**config.mk**
```make
export PLATFORM = sky130hd
export DESIGN_NAME = seg7_scan_driver_flat
export DESIGN_NICKNAME = d
export VERILOG_FILES = /design/src/rtl/seg7_scan_driver_if.sv /design/src/rtl/seg7_scan_driver.sv /design/src/flat_wrapper.sv
export SDC_FILE = /design/constraint.sdc
export NUM_CORES = 1
export LEC_CHECK = 0
export CAP_MARGIN = 15
export CORE_ASPECT_RATIO = 0.6
export CORE_MARGIN = 3
export CORE_UTILIZATION = 55
export CTS_CLUSTER_SIZE = 10
export DETAILED_ROUTE_END_ITERATION = 8
export GPL_TIMING_DRIVEN = 1
export HOLD_SLACK_MARGIN = 0.1
export PLACE_DENSITY = 0.81
export REMOVE_ABC_BUFFERS = 1
export SYNTH_ARGS = -nofsm -noshare
export SYNTH_HDL_FRONTEND = slang
export SYNTH_SLANG_ARGS = --single-unit
```
**constraint.sdc**
```tcl
create_clock -name clk -period 3.5 [get_ports clk]
set_input_delay 0.875 -clock clk [delete_from_list [all_inputs] [get_ports clk]]
set_output_delay 0.875 -clock clk [all_outputs]
set_load 0.02 [all_outputs]
```
**src/rtl/seg7_scan_driver_if.sv**
```systemverilog
// Digit-source side of the 7-segment scan driver plus its board-pin outputs.
interface seg7_scan_driver_if #(
   parameter int unsigned NUM_DIGITS = 4
);
   logic [4*NUM_DIGITS-1:0] digits_in;
   logic [NUM_DIGITS-1:0]   dp_in;
   logic                    load;
   logic                    en;
   logic [7:0]              seg;
   logic [NUM_DIGITS-1:0]   an;
   logic                    scan_tick;
   logic                    frame_done;

   // Datapath / counter logic that feeds the display.
   modport master (
      output digits_in, dp_in, load, en,
      input  seg, an, scan_tick, frame_done
   );

   // The scan driver itself.
   modport slave (
      input  digits_in, dp_in, load, en,
      output seg, an, scan_tick, frame_done
   );
endinterface

```
**src/rtl/seg7_scan_driver.sv**
```systemverilog
// Time-multiplexed 7-segment driver: frame-synchronous shadow register, one digit per slot,
// hex decode with leading-zero blanking, per-digit decimal point and an all-dark guard at the
// start of every slot so the previous digit's pattern never ghosts onto the next anode.
module seg7_scan_driver #(
   parameter int unsigned NUM_DIGITS   = 4,
   parameter int unsigned REFRESH_DIV  = 100000,
   parameter int unsigned GUARD_CYCLES = 2,
   parameter bit          HEX_MODE     = 1'b1,
   parameter bit          LZ_BLANK     = 1'b1,
   parameter bit          SEG_ACT_LOW  = 1'b1,
   parameter bit          AN_ACT_LOW   = 1'b1
) (
   input logic               clk,
   input logic               rst,
   seg7_scan_driver_if.slave bus
);

   localparam int unsigned CNT_W = (REFRESH_DIV > 1) ? $clog2(REFRESH_DIV) : 1;
   localparam int unsigned IDX_W = (NUM_DIGITS > 1) ? $clog2(NUM_DIGITS) : 1;
   localparam int unsigned DW    = 4 * NUM_DIGITS;

   localparam logic [CNT_W-1:0]      CNT_LAST  = CNT_W'(REFRESH_DIV - 1);
   localparam logic [CNT_W-1:0]      CNT_GUARD = CNT_W'(GUARD_CYCLES);
   localparam logic [IDX_W-1:0]      IDX_LAST  = IDX_W'(NUM_DIGITS - 1);
   localparam logic [7:0]            SEG_OFF   = SEG_ACT_LOW ? 8'hFF : 8'h00;
   localparam logic [NUM_DIGITS-1:0] AN_OFF    = AN_ACT_LOW ? {NUM_DIGITS{1'b1}}
                                                            : {NUM_DIGITS{1'b0}};

   // Scan position
   logic [CNT_W-1:0] cnt_q, cnt_d;
   logic [IDX_W-1:0] idx_q, idx_d;
   logic             slot_wrap;
   logic             frame_wrap;

   // Pending (written by load) and active (shown this frame) digit words
   logic [DW-1:0]         pend_digits_q, act_digits_q;
   logic [NUM_DIGITS-1:0] pend_dp_q, act_dp_q;

   // Currently scanned digit
   logic [3:0]            cur_code;
   logic                  cur_dp;
   logic                  cur_blank;
   logic [NUM_DIGITS-1:0] cur_sel;
   logic                  upper_zero;

   // Output pipeline
   logic [7:0]            seg_pat, seg_d, seg_q;
   logic [NUM_DIGITS-1:0] an_pat, an_d, an_q;
   logic                  tick_q, frame_q;

   // Active-high gfedcba pattern for one 4-bit code.
   function automatic logic [6:0] decode(input logic [3:0] code);
      logic [6:0] p;
      unique case (code)
         4'h0: p = 7'h3F;
         4'h1: p = 7'h06;
         4'h2: p = 7'h5B;
         4'h3: p = 7'h4F;
         4'h4: p = 7'h66;
         4'h5: p = 7'h6D;
         4'h6: p = 7'h7D;
         4'h7: p = 7'h07;
         4'h8: p = 7'h7F;
         4'h9: p = 7'h6F;
         4'hA: p = HEX_MODE ? 7'h77 : 7'h00;
         4'hB: p = HEX_MODE ? 7'h7C : 7'h00;
         4'hC: p = HEX_MODE ? 7'h39 : 7'h00;
         4'hD: p = HEX_MODE ? 7'h5E : 7'h00;
         4'hE: p = HEX_MODE ? 7'h79 : 7'h00;
         4'hF: p = HEX_MODE ? 7'h71 : 7'h00;
      endcase
      return p;
   endfunction

   // Prescaler / digit-index next state; a frame ends when the last slot wraps.
   always_comb begin
      slot_wrap  = (cnt_q == CNT_LAST);
      frame_wrap = slot_wrap && (idx_q == IDX_LAST);
      cnt_d      = slot_wrap ? '0 : cnt_q + CNT_W'(1);
      idx_d      = idx_q;
      if (slot_wrap) begin
         idx_d = (idx_q == IDX_LAST) ? '0 : idx_q + IDX_W'(1);
      end
   end

   // Prescaler and digit index registers.
   always_ff @(posedge clk or posedge rst) begin
      if (rst) begin
         cnt_q <= '0;
         idx_q <= '0;
      end else begin
         cnt_q <= cnt_d;
         idx_q <= idx_d;
      end
   end

   // Pending register captures the caller's word whenever load is high.
   always_ff @(posedge clk or posedge rst) begin
      if (rst) begin
         pend_digits_q <= '0;
         pend_dp_q     <= '0;
      end else if (bus.load) begin
         pend_digits_q <= bus.digits_in;
         pend_dp_q     <= bus.dp_in;
      end
   end

   // Active register only changes on a frame boundary, so a frame never shows mixed data.
   // A load in the boundary cycle is not seen here until the next boundary.
   always_ff @(posedge clk or posedge rst) begin
      if (rst) begin
         act_digits_q <= '0;
         act_dp_q     <= '0;
      end else if (frame_wrap) begin
         act_digits_q <= pend_digits_q;
         act_dp_q     <= pend_dp_q;
      end
   end

   // Select the scanned digit; walking from the top tracks whether it and everything above
   // it are zero, which is the leading-zero condition.
   always_comb begin
      cur_code   = '0;
      cur_dp     = 1'b0;
      cur_blank  = 1'b0;
      cur_sel    = '0;
      upper_zero = 1'b1;
      for (int k = NUM_DIGITS - 1; k >= 0; k--) begin
         upper_zero = upper_zero && (act_digits_q[4*k +: 4] == 4'd0);
         if (idx_q == IDX_W'(k)) begin
            cur_code   = act_digits_q[4*k +: 4];
            cur_dp     = act_dp_q[k];
            cur_sel[k] = 1'b1;
            cur_blank  = LZ_BLANK && (k != 0) && upper_zero;
         end
      end
   end

   // Build the next pin values: dark during the guard or when disabled, polarity last.
   always_comb begin
      seg_pat = 8'h00;
      an_pat  = '0;
      if (bus.en && (cnt_q >= CNT_GUARD)) begin
         an_pat  = cur_sel;
         seg_pat = {cur_dp, (cur_blank ? 7'h00 : decode(cur_code))};
      end
      seg_d = SEG_ACT_LOW ? ~seg_pat : seg_pat;
      an_d  = AN_ACT_LOW ? ~an_pat : an_pat;
   end

   // Registered pins and one-cycle pulses on the first cycle of each new slot.
   always_ff @(posedge clk or posedge rst) begin
      if (rst) begin
         seg_q   <= SEG_OFF;
         an_q    <= AN_OFF;
         tick_q  <= 1'b0;
         frame_q <= 1'b0;
      end else begin
         seg_q   <= seg_d;
         an_q    <= an_d;
         tick_q  <= slot_wrap;
         frame_q <= frame_wrap;
      end
   end

   assign bus.seg        = seg_q;
   assign bus.an         = an_q;
   assign bus.scan_tick  = tick_q;
   assign bus.frame_done = frame_q;

endmodule

```
**src/flat_wrapper.sv**
```systemverilog
// flat-port wrapper written by rule: the top's interface ports become plain ports
module seg7_scan_driver_flat 
#(
   parameter int unsigned NUM_DIGITS   = 4,
   parameter int unsigned REFRESH_DIV  = 100000,
   parameter int unsigned GUARD_CYCLES = 2,
   parameter bit          HEX_MODE     = 1'b1,
   parameter bit          LZ_BLANK     = 1'b1,
   parameter bit          SEG_ACT_LOW  = 1'b1,
   parameter bit          AN_ACT_LOW   = 1'b1
)
  (clk, rst, bus_digits_in, bus_dp_in, bus_load, bus_en, bus_seg, bus_an, bus_scan_tick, bus_frame_done);
  seg7_scan_driver_if #(.NUM_DIGITS(NUM_DIGITS)) bus_i ();
  input logic clk;
  input logic rst;
  input wire logic [$bits(bus_i.digits_in)-1:0] bus_digits_in;
  input wire logic [$bits(bus_i.dp_in)-1:0] bus_dp_in;
  input wire logic [$bits(bus_i.load)-1:0] bus_load;
  input wire logic [$bits(bus_i.en)-1:0] bus_en;
  output wire logic [$bits(bus_i.seg)-1:0] bus_seg;
  output wire logic [$bits(bus_i.an)-1:0] bus_an;
  output wire logic [$bits(bus_i.scan_tick)-1:0] bus_scan_tick;
  output wire logic [$bits(bus_i.frame_done)-1:0] bus_frame_done;
  assign bus_i.digits_in = bus_digits_in;
  assign bus_i.dp_in = bus_dp_in;
  assign bus_i.load = bus_load;
  assign bus_i.en = bus_en;
  assign bus_seg = bus_i.seg;
  assign bus_an = bus_i.an;
  assign bus_scan_tick = bus_i.scan_tick;
  assign bus_frame_done = bus_i.frame_done;
  seg7_scan_driver #(.NUM_DIGITS(NUM_DIGITS), .REFRESH_DIV(REFRESH_DIV), .GUARD_CYCLES(GUARD_CYCLES), .HEX_MODE(HEX_MODE), .LZ_BLANK(LZ_BLANK), .SEG_ACT_LOW(SEG_ACT_LOW), .AN_ACT_LOW(AN_ACT_LOW)) u_core (.clk(clk), .rst(rst), .bus(bus_i));
endmodule
```
**Word-level counts from Yosys, hierarchy flattened**

Memories as Yosys holds them, arrays and structs flattened.
Cells that the tools add are included.

- Register bits after elaboration: 73
- Bits in read-only memories: 112
- Memories kept: 1

Memory list:

| memory | words | width | read ports | clocked after Yosys merged registers in | write ports | line | text |
|---|---|---|---|---|---|---|---|
| (no name shown) | 16 | 7 | 1 | 0 | 0 | seg7_scan_driver.sv:54 | `unique case (code)` |

- Add/sub/neg operators: 2
- $lt $le $gt $ge: 1
- Eq/ne operators: 4
- Multiplexer cells: 21
- Bitwise logic cells: 2
- Reductions and logical operators: 8

Operators by type and width:

| operator | number |
|---|---|
| 2-to-1 mux 4 bit | 5 |
| adder 17 x 1 -> 17 bit (second input constant) | 1 |
| equality test 17 bit (second input constant) | 1 |
| >= comparator 17 x 2 -> 1 bit (second input constant) | 1 |
| 2-to-1 mux 17 bit | 1 |
| logical NOT 4 bit | 3 |
| 2-to-1 mux 1 bit | 12 |
| 2-to-1 mux 8 bit | 1 |
| inverter 8 bit | 1 |
| 2-to-1 mux 7 bit | 1 |
| equality test 2 bit (second input constant) | 2 |
| logical AND 1 bit | 4 |
| inverter 4 bit | 1 |
| adder 2 x 1 -> 2 bit (second input constant) | 1 |
| equality test 2 x 1 -> 1 bit (second input constant) | 1 |
| logical NOT 2 bit | 1 |
| 2-to-1 mux 2 bit | 1 |

**Logic depth before layout (Yosys ltp)**

Gate-level depths: netlist of run 1.
An unclocked memory read counts as a cell.

- Depth after elaboration: 9
- Depth in mapped cells: 11
- Depth with buffers taken out: 10

**Worst setup path before layout of run 1**

Ideal clock, no wire load.

- Path type: register to register
- Start: reg u_core.idx_q[0]
- End: reg u_core.seg_q[5], in the netlist u_core.bus.seg[5]
- Setup time: 84 ps
- Arrival: 2,167 ps
- Required time: 3,416 ps
- Slack: 1,248 ps
- Stages on the path, launching flop included: 12
- Path buffers: 1
- Clock period less this slack: 2,252 ps
- Path through: dfrtp_1 -> inv_1 -> ha_1 -> buf_2 -> a21oi_1 -> o21ai_0 -> a22oi_1 -> inv_1 -> ha_1 -> mux2_2 -> o21ai_0 -> nand2_1

- Longest elaborated chain between the ends: 9
- Elaborated cells on any way between the ends: 16
- Classes of those cells: 3 x eq/ne; 10 x mux; 1 x bitwise; 1 x reduce/logical; 1 x memory

RTL lines:

| what | line | text |
|---|---|---|
| start: declaration | seg7_scan_driver.sv:31 | `logic [IDX_W-1:0] idx_q, idx_d;` |
| start signal: assignment | seg7_scan_driver.sv:93 | `idx_q <= idx_d;` |
| equality test 2 bit | seg7_scan_driver.sv:130 | `if (idx_q == IDX_W'(k)) begin` |
| 2-to-1 mux 4 bit (4 in a row) | seg7_scan_driver.sv:130 |  |
| memory (16 x 7 bit) | n/a |  |
| 2-to-1 mux 7 bit * | seg7_scan_driver.sv:145 | `seg_pat = {cur_dp, (cur_blank ? 7'h00 : decode(cur_code))};` |
| 2-to-1 mux 8 bit * | seg7_scan_driver.sv:143 | `if (bus.en && (cnt_q >= CNT_GUARD)) begin` |
| inverter 8 bit * | seg7_scan_driver.sv:147 | `seg_d = SEG_ACT_LOW ? ~seg_pat : seg_pat;` |
| via u_core.seg_d[5] | seg7_scan_driver.sv:47 | `logic [7:0] seg_pat, seg_d, seg_q;` |
| end signal: assignment | seg7_scan_driver.sv:159 | `seg_q <= seg_d;` |
| end: declaration | seg7_scan_driver.sv:47 |  |

Mark *: on every way through the listed nets, which the timed path passes. The rest lies on a longest branch.
A chain may end at the register's enable or synchronous reset.

**Worst setup path in the final report of run 1**

Ends and elaborated chain as after synthesis.

==> results.md, run 1 <==
| Metric | Value | Unit |
|:---|:---|:---|
| Slowest CP cell | sky130_fd_sc_hd__ha_1 | - |
| Core region area | 5700 | sq um |
| Number of distinct library cells after synthesis | 41 | - |
| Sequential-to-total area share from yosys stat | 0.553 | - |
| Gates resized, CTS repair | 0 | - |
| Req. time, crit path | 3.76 | ns |
| Clock buffers created by TritonCTS | 9 | - |
| Launch point of the worst hold path | u_core.pend_digits_q[14] | - |
| Die Width | 106 | um |
| Nets | 357 | - |
| Total Wirelength | 6.75 | mm |
| Number of enable-type register cells in the synthesized netlist | 0 | - |
| Largest clock skew in the final design | 0.0103 | ns |
| Worst reg-to-reg path cell count | 9 | - |
| Synthesized netlist cell count | 281 | - |
| Arrival time at the worst endpoint | 2.93 | ns |
| Detail Placement HPWL | 4.81 | mm |
| Via count of the first global-routing pass | 2281 | - |
| Portion of the clock cycle consumed by the worst path in the final layout | 0.762 | - |
| Mapped cell area | 3330 | sq um |
| WL per Instance | 16.6 | um |
| Wire length of the first global-routing pass | 11.4 | mm |
| CP Cell Sequence | inv_1 -> ha_1 -> a21oi_1 -> a22oi_1 -> inv_1 -> ha_1 -> mux2_2 -> o21ai_0 -> nand2_1 | - |
| Measured slew at the worst slew-check pin | 1.10 | ns |
| Setup-failing EPs final | 0 | - |
| Leak pwr | 1.77 | nW |
| Reg clk slew, reported paths | 0.08 | ns |
| Vias per cell | 5.59 | - |
| Capture point of the worst reg-to-reg path | u_core.bus.seg[5] | - |
| DRC violation count after routing | 0 | - |
| Slew margin rel. | 0.263 | - |
| Number of post-CTS setup repair buffers | 0 | - |
| Final period demand of the worst path | 2.67 | ns |
| Maximum fanout count along the critical path | 14 | - |
| Top-area cell type share of the netlist area | 0.458 | - |
| Final hold viol count | 0 | - |
| Weighted congestion at the end of routability-driven global placement | 0.801 | - |
| Instance count along the most critical hold path | 1 | - |
| Cell at the root of the clock tree | sky130_fd_sc_hd__clkbuf_8 | - |
| Initial antenna violation count | 0 | - |
| Cell type with the highest aggregate area in the netlist | sky130_fd_sc_hd__dfrtp_1 | - |
| Share of cells above drive strength 1 | 0.181 | - |
| Worst Hold Class | flop to flop | - |
| Sum of overflow across all layers after global routing | 0 | - |
| Commonest non-fill, non-tap cell in the layout | sky130_fd_sc_hd__dfrtp_1 | - |
| RSZ-0062 raised after global routing | no | - |
| Via count | 2268 | - |
| Commonest cells after routing, fill and taps aside | 61 x sky130_fd_sc_hd__dfrtp_1, 37 x sky130_fd_sc_hd__clkdlybuf4s50_1, 23 x sky130_fd_sc_hd__mux2_2, 21 x sky130_fd_sc_hd__nand2_1, 17 x sky130_fd_sc_hd__nor2_1 | - |
| Number of hold buffers added after cts | 0 | - |
| Startpoint type of the worst setup path | flop | - |
| Hold worst-path end | u_core.act_digits_q[14] | - |
| Cell family with most CP delay | adder cells | - |
| Pwr Density | 424 | nW/um^2 |
| Std-Cell Rows | 21 | - |
| Clock tree from TritonCTS | done | - |
| Violation count after the first detailed-route iteration | 247 | - |
| Crit. End Element | flop | - |
| Largest cells by area after synthesis | sky130_fd_sc_hd__dfrtp_1 46%, sky130_fd_sc_hd__dfstp_2 9.5%, sky130_fd_sc_hd__mux2_2 7.8% | - |
| Share of synthesized registers carrying an async set or reset | 1.00 | - |
| Starting utilization of the core area | 0.584 | - |
| Total global routing track utilization | 0.210 | - |
| Top_reg_cell synth | sky130_fd_sc_hd__dfrtp_1 | - |
| Worst supply voltage drop on vdd | 259 | uV |
| Die ar. | 7060 | sq um |
| Die Y-Extent | 66.3 | um |
| Total clock sinks | 73 | - |
| Mapped Avg Cell Area | 11.9 | sq um |
| Antenna diode count | 0 | - |
| Final count of pins violating max slew | 0 | - |
| Largest incremental delay on the critical path | 0.49 | ns |
| Number of routed nets with antenna violations | 0 | - |
| Final core utilization | 0.702 | - |
| Result of the run | finished clean | - |
| CP bufs+invs | 2 | - |
| Maximum buffer depth of the clock tree | 2 | - |
| Beginning of the worst register-to-register path | u_core.idx_q[0] | - |
| Pin count of the biggest net entering global routing | 48 | - |
| Setup total negative slack | 0 | ns |
| Max_cap viols | 0 | - |
| Port buffer count | 37 | - |
| Area added between synthesis and finish | 20.1 | % |
| I/O pin count | 38 | - |
| Count of state elements after synthesis | 73 | - |
| YS warnings | 0 | - |
| Setup CP Type | flop to flop | - |
| Achievable frequency | 375 | MHz |
| Worst reg2reg setup slack | 0.83 | ns |
| Number of detailed-route iterations in the first pass | 4 | - |
| Level count of the clock H-tree | 3 | - |
| Clk Latency, worst-skew pair | 0.34 | ns |
[worst register-to-register path, cell delays in order, from the launching register on]
cell	delay, ns
sky130_fd_sc_hd__dfrtp_1	0.41
sky130_fd_sc_hd__inv_1	0.14
sky130_fd_sc_hd__ha_1	0.49
sky130_fd_sc_hd__a21oi_1	0.13
sky130_fd_sc_hd__a22oi_1	0.48
sky130_fd_sc_hd__inv_1	0.18
sky130_fd_sc_hd__ha_1	0.29
sky130_fd_sc_hd__mux2_2	0.27
sky130_fd_sc_hd__o21ai_0	0.14
sky130_fd_sc_hd__nand2_1	0.08
[layout make-up]
type,count,area (sq um)
clock inverters,7,93.8
repair buffers,41,413
fillers,451,1700
clock buffers,9,124
flip-flops and latches,73,1840
inverters,12,45.0
multi-input cells,184,1380
well taps,80,100
[registers in the layout, summed over array words and instances, names as in the netlist]
signal                 count
u_core.cnt_q              17
u_core.act_digits_q       16
u_core.pend_digits_q      16
u_core.bus.seg             8
u_core.act_dp_q            4
u_core.bus.an              4
u_core.pend_dp_q           4
u_core.idx_q               2
u_core.bus.frame_done      1
u_core.bus.scan_tick       1
[metal layers]
metal | share of wire | vias to the layer above | track usage
met5 | 0 | - | 0
li1 | - | 1063 | -
met1 | 0.49 | 1108 | 0.307
met4 | 0.0096 | 0 | 0.0670
met2 | 0.44 | 89 | 0.310
met3 | 0.063 | 8 | 0.0537
[synthesized netlist by cell type, types with 2 or more instances]
library cell and instances:
sky130_fd_sc_hd__o21a_1 2, sky130_fd_sc_hd__nor3_1 6, sky130_fd_sc_hd__nor3b_1 2, sky130_fd_sc_hd__buf_4 2, sky130_fd_sc_hd__mux2_2 23, sky130_fd_sc_hd__a211oi_1 4, sky130_fd_sc_hd__ha_1 12, sky130_fd_sc_hd__mux2_1 15
sky130_fd_sc_hd__dfstp_2 12, sky130_fd_sc_hd__nand3_1 13, sky130_fd_sc_hd__nand2_1 21, sky130_fd_sc_hd__nor4_1 5, sky130_fd_sc_hd__nor2_1 17, sky130_fd_sc_hd__nand3b_1 5, sky130_fd_sc_hd__dfrtp_1 61, sky130_fd_sc_hd__buf_2 7
sky130_fd_sc_hd__nand4_1 4, sky130_fd_sc_hd__clkbuf_1 2, sky130_fd_sc_hd__xor2_1 8, sky130_fd_sc_hd__xnor2_1 8, sky130_fd_sc_hd__a21oi_1 8, sky130_fd_sc_hd__o21ai_0 12, sky130_fd_sc_hd__inv_1 12, sky130_fd_sc_hd__o211ai_1 3
[per-stage QoR]
stage	instance area [sq um]	hold slack, ns	total power, W	std cells	setup WS, ns
global placement	3780	0.471	0.000997	390	1.10
floorplan	3270	0.449	0.000945	269	0.792
finish	4000	0.483	0.00170	406	0.834
detailed placement	3780	0.477	0.00100	390	0.923
CTS	4000	0.492	0.00171	406	0.872
global route	4000	0.506	0.00176	406	0.508
[logic make-up after synthesis]
kind of cell / Yosys count / synth area share
buffers and inverters: 24 / 0.0323
adders and majority gates: 12 / 0.0451
xor gates and xnor gates: 16 / 0.0421
AOI/OAI and AO/OA: 36 / 0.0698
and+or+nand+nor: 81 / 0.127
muxes: 39 / 0.131
DFF: 73 / 0.553
[worst max-delay path by stage]
stage | cells after the start | slack, ns | start | end
2_1_floorplan | 1 | 0.79 | rst | u_core.act_digits_q[0]
3_3_place_gp | 9 | 1.10 | u_core.idx_q[0] | u_core.bus.seg[5]
3_5_place_dp | 9 | 0.92 | u_core.idx_q[1] | u_core.bus.seg[5]
4_1_cts | 9 | 0.87 | u_core.idx_q[1] | u_core.bus.seg[5]
5_1_grt | 10 | 0.51 | u_core.idx_q[0] | u_core.bus.seg[5]
6_report | 9 | 0.83 | u_core.idx_q[0] | u_core.bus.seg[5]
[report_power, final]
part / total [W] / switching (W) / internal, W / leakage (nW)
registers: 0.000888 / 0.0000139 / 0.000874 / 0.919
logic: 0.0000945 / 0.0000401 / 0.0000544 / 0.747
clock network: 0.000713 / 0.000312 / 0.000401 / 0.106
total: 0.00170 / 0.000366 / 0.00133 / 1.77
(Power assumes the default switching activity.)
==> inputs of run 2 (changes only) <==
==> constraint.sdc (replaced) <==
create_clock -name clk -period 2.5 [get_ports clk]
set_input_delay 0.625 -clock clk [delete_from_list [all_inputs] [get_ports clk]]
set_output_delay 0.625 -clock clk [all_outputs]
set_load 0.02 [all_outputs]
==> results.md, run 2 (same netlist as run 1, synthesis figures left out) <==
| Metric | Value | Unit | vs previous |
|:---|:---|:---|:---|
| Result of the run | finished clean | - |  |
| Clock tree from TritonCTS | done | - |  |
| Crit. End Element | flop | - |  |
| Final core utilization | 0.722 | - | +0.0202 |
| Total clock sinks | 73 | - | unchanged |
| Starting utilization of the core area | 0.584 | - | unchanged |
| Arrival time at the worst endpoint | 2.63 | ns | -0.30 ns |
| Number of filler instances in the final layout | 408 | - | -9.5% |
| Maximum fanout count along the critical path | 7 | - | -7 |
| I/O pin count | 38 | - | unchanged |
| Reg clk slew, reported paths | 0.08 | ns | about the same |
| Port buffer count | 37 | - | unchanged |
| Number of routed nets with antenna violations | 0 | - | unchanged |
| Die Y-Extent | 66.3 | um | unchanged |
| Slowest CP cell | sky130_fd_sc_hd__dfrtp_1 | - |  |
| Cell at the root of the clock tree | sky130_fd_sc_hd__clkbuf_8 | - |  |
| Number of detailed-route iterations in the first pass | 6 | - | +2 |
| Achievable frequency | 427 | MHz | +14% |
| CP Cell Sequence | inv_1 -> ha_1 -> nand3b_1 -> a221oi_1 -> nor2_1 -> ha_1 -> nor2_1 -> or3b_1 -> o211ai_1 | - |  |
| Largest incremental delay on the critical path | 0.39 | ns | -0.10 ns |
| Req. time, crit path | 2.79 | ns | -0.97 ns |
| Via count of the first global-routing pass | 2336 | - | +2.4% |
| Portion of the clock cycle consumed by the worst path in the final layout | 0.936 | - | +0.175 |
| Number of post-CTS setup repair buffers | 0 | - | unchanged |
| Core region area | 5700 | sq um | unchanged |
| Commonest non-fill, non-tap cell in the layout | sky130_fd_sc_hd__dfrtp_1 | - |  |
| Startpoint type of the worst setup path | flop | - |  |
| Pin count of the biggest net entering global routing | 60 | - | +25% |
| Number of hold buffers added after cts | 0 | - | unchanged |
| DRC violation count after routing | 0 | - | unchanged |
| Max_cap viols | 0 | - | unchanged |
| Std-Cell Rows | 21 | - | unchanged |
| Nets | 365 | - | +2.2% |
| Maximum buffer depth of the clock tree | 2 | - | unchanged |
| Total Wirelength | 7.14 | mm | +5.9% |
| Largest clock skew in the final design | 0.0124 | ns | +0.00208 ns |
| Clock buffers created by TritonCTS | 9 | - | unchanged |
| Wire length of the first global-routing pass | 11.9 | mm | +4.9% |
| Post-route design area | 4120 | sq um | +2.9% |
| Gates resized, CTS repair | 0 | - | unchanged |
| Final period demand of the worst path | 2.34 | ns | -0.325 ns |
| Setup-failing EPs final | 0 | - | unchanged |
| Register name with the most flops | u_core.cnt_q | - |  |
| Die Width | 106 | um | unchanged |
| WL per Instance | 17.3 | um | +3.8% |
| Worst Hold Class | flop to flop | - |  |
| Sum of overflow across all layers after global routing | 0 | - | unchanged |
| Vias per cell | 5.71 | - | +2.3% |
| Violation count after the first detailed-route iteration | 229 | - | -7.3% |
| Slew margin rel. | 0.637 | - | +0.373 |
| Total global routing track utilization | 0.227 | - | +0.0165 |
| Pwr Density | 633 | nW/um^2 | +49% |
| Leak pwr | 1.83 | nW | +3.6% |
| Weighted congestion at the end of routability-driven global placement | 0.831 | - | +3.8% |
| Inst Count DP | 398 | - | +2.1% |
| Measured slew at the worst slew-check pin | 0.540 | ns | -0.559 ns |
| Area added between synthesis and finish | 23.5 | % |  |
| Die ar. | 7060 | sq um | unchanged |
| Number of flip-flops under the largest register name | 17 | - | unchanged |
| Clk Latency, worst-skew pair | 0.36 | ns | +0.02 ns |
| Level count of the clock H-tree | 3 | - | unchanged |
| Final hold viol count | 0 | - | unchanged |
| Largest registers | u_core.cnt_q: 17 flops, u_core.act_digits_q: 16 flops, u_core.pend_digits_q: 16 flops | - |  |
| Initial antenna violation count | 0 | - | unchanged |
| Cell area after placement | 3840 | sq um | +1.6% |
| Final instance count without filler cells | 414 | - | +2.0% |
| Final count of pins violating max slew | 0 | - | unchanged |
| Share of cells above drive strength 1 | 0.204 | - | +0.0226 |
| Final Total Pwr | 0.00261 | W | +54% |
| Worst supply voltage drop on vdd | 302 | uV | +17% |
| Setup CP Type | flop to flop | - |  |
| Commonest cells after routing, fill and taps aside | 61 x sky130_fd_sc_hd__dfrtp_1, 37 x sky130_fd_sc_hd__clkdlybuf4s50_1, 23 x sky130_fd_sc_hd__mux2_2, 21 x sky130_fd_sc_hd__nand2_1, 17 x sky130_fd_sc_hd__nor2_1 | - |  |
| Detail Placement HPWL | 4.78 | mm | -0.62% |
| Via count | 2365 | - | +4.3% |
| Antenna diode count | 0 | - | unchanged |
==> run 2: cell types whose count changed in the layout (fill, tap and decap cells not counted), sizes merged <==
cell      delta
buf          +8
bufinv       +2
clkbuf       +2
clkinv       -2
clkinvlp     -1
inv          -1
==> run 2: routing by layer <==
metal,routed length (um),track usage
met1,3340,0.313
met2,3110,0.336
met3,600,0.0859
met4,95,0.0654
met5,0,0
==> run 2: worst paths after layout <==
path	slack [ns]	start	cells past startpoint	end
worst max-delay path	0.16	u_core.idx_q[0]	9	u_core.bus.seg[1]
worst min-delay path	0.48	u_core.pend_digits_q[10]	1	u_core.act_digits_q[10]
worst max register to register	0.16	u_core.idx_q[0]	9	u_core.bus.seg[1]
worst min register to register	0.48	u_core.pend_digits_q[10]	1	u_core.act_digits_q[10]
max in group asynchronous	1.28	rst	3	u_core.bus.an[2]
min in group asynchronous	0.55	rst	2	u_core.cnt_q[8]
==> run 2: area by class of cell <==
type	count	area, sq um	area share
clock buffers	11	141	0.0344
clock inverters	5	128	0.0310
inverters	12	45.0	0.0109
multi-input cells	184	1390	0.337
flip-flops and latches	73	1840	0.448
well taps	80	100	0.0243
repair buffers	49	473	0.115
==> run 2: stage by stage <==
step / hold slack [ns] / TNS [ns] / worst slack, ns
CTS: 0.495 / 0 / 0.177
detailed placement: 0.483 / 0 / 0.187
floorplan: 0.449 / 0 / 0.0416
global placement: 0.473 / 0 / 0.271
finish: 0.480 / 0 / 0.159
global route: 0.515 / -0.00755 / -0.00755
==> run 2: report_power, final <==
| group | internal, W | leakage (nW) | switching (W) |
|---|---|---|---|
| registers | 0.00122 | 0.919 | 0.0000206 |
| logic | 0.0000762 | 0.786 | 0.0000566 |
| clock network | 0.000791 | 0.130 | 0.000437 |
==> run 2: worst max-delay path, delay by kind of cell (launching register included) <==
kind            cells  cell delay [ns]
simple gates        4             0.78
fa+ha+maj           2             0.60
compound gates      2             0.39
buf+inv             1             0.11
flops               1             0.39
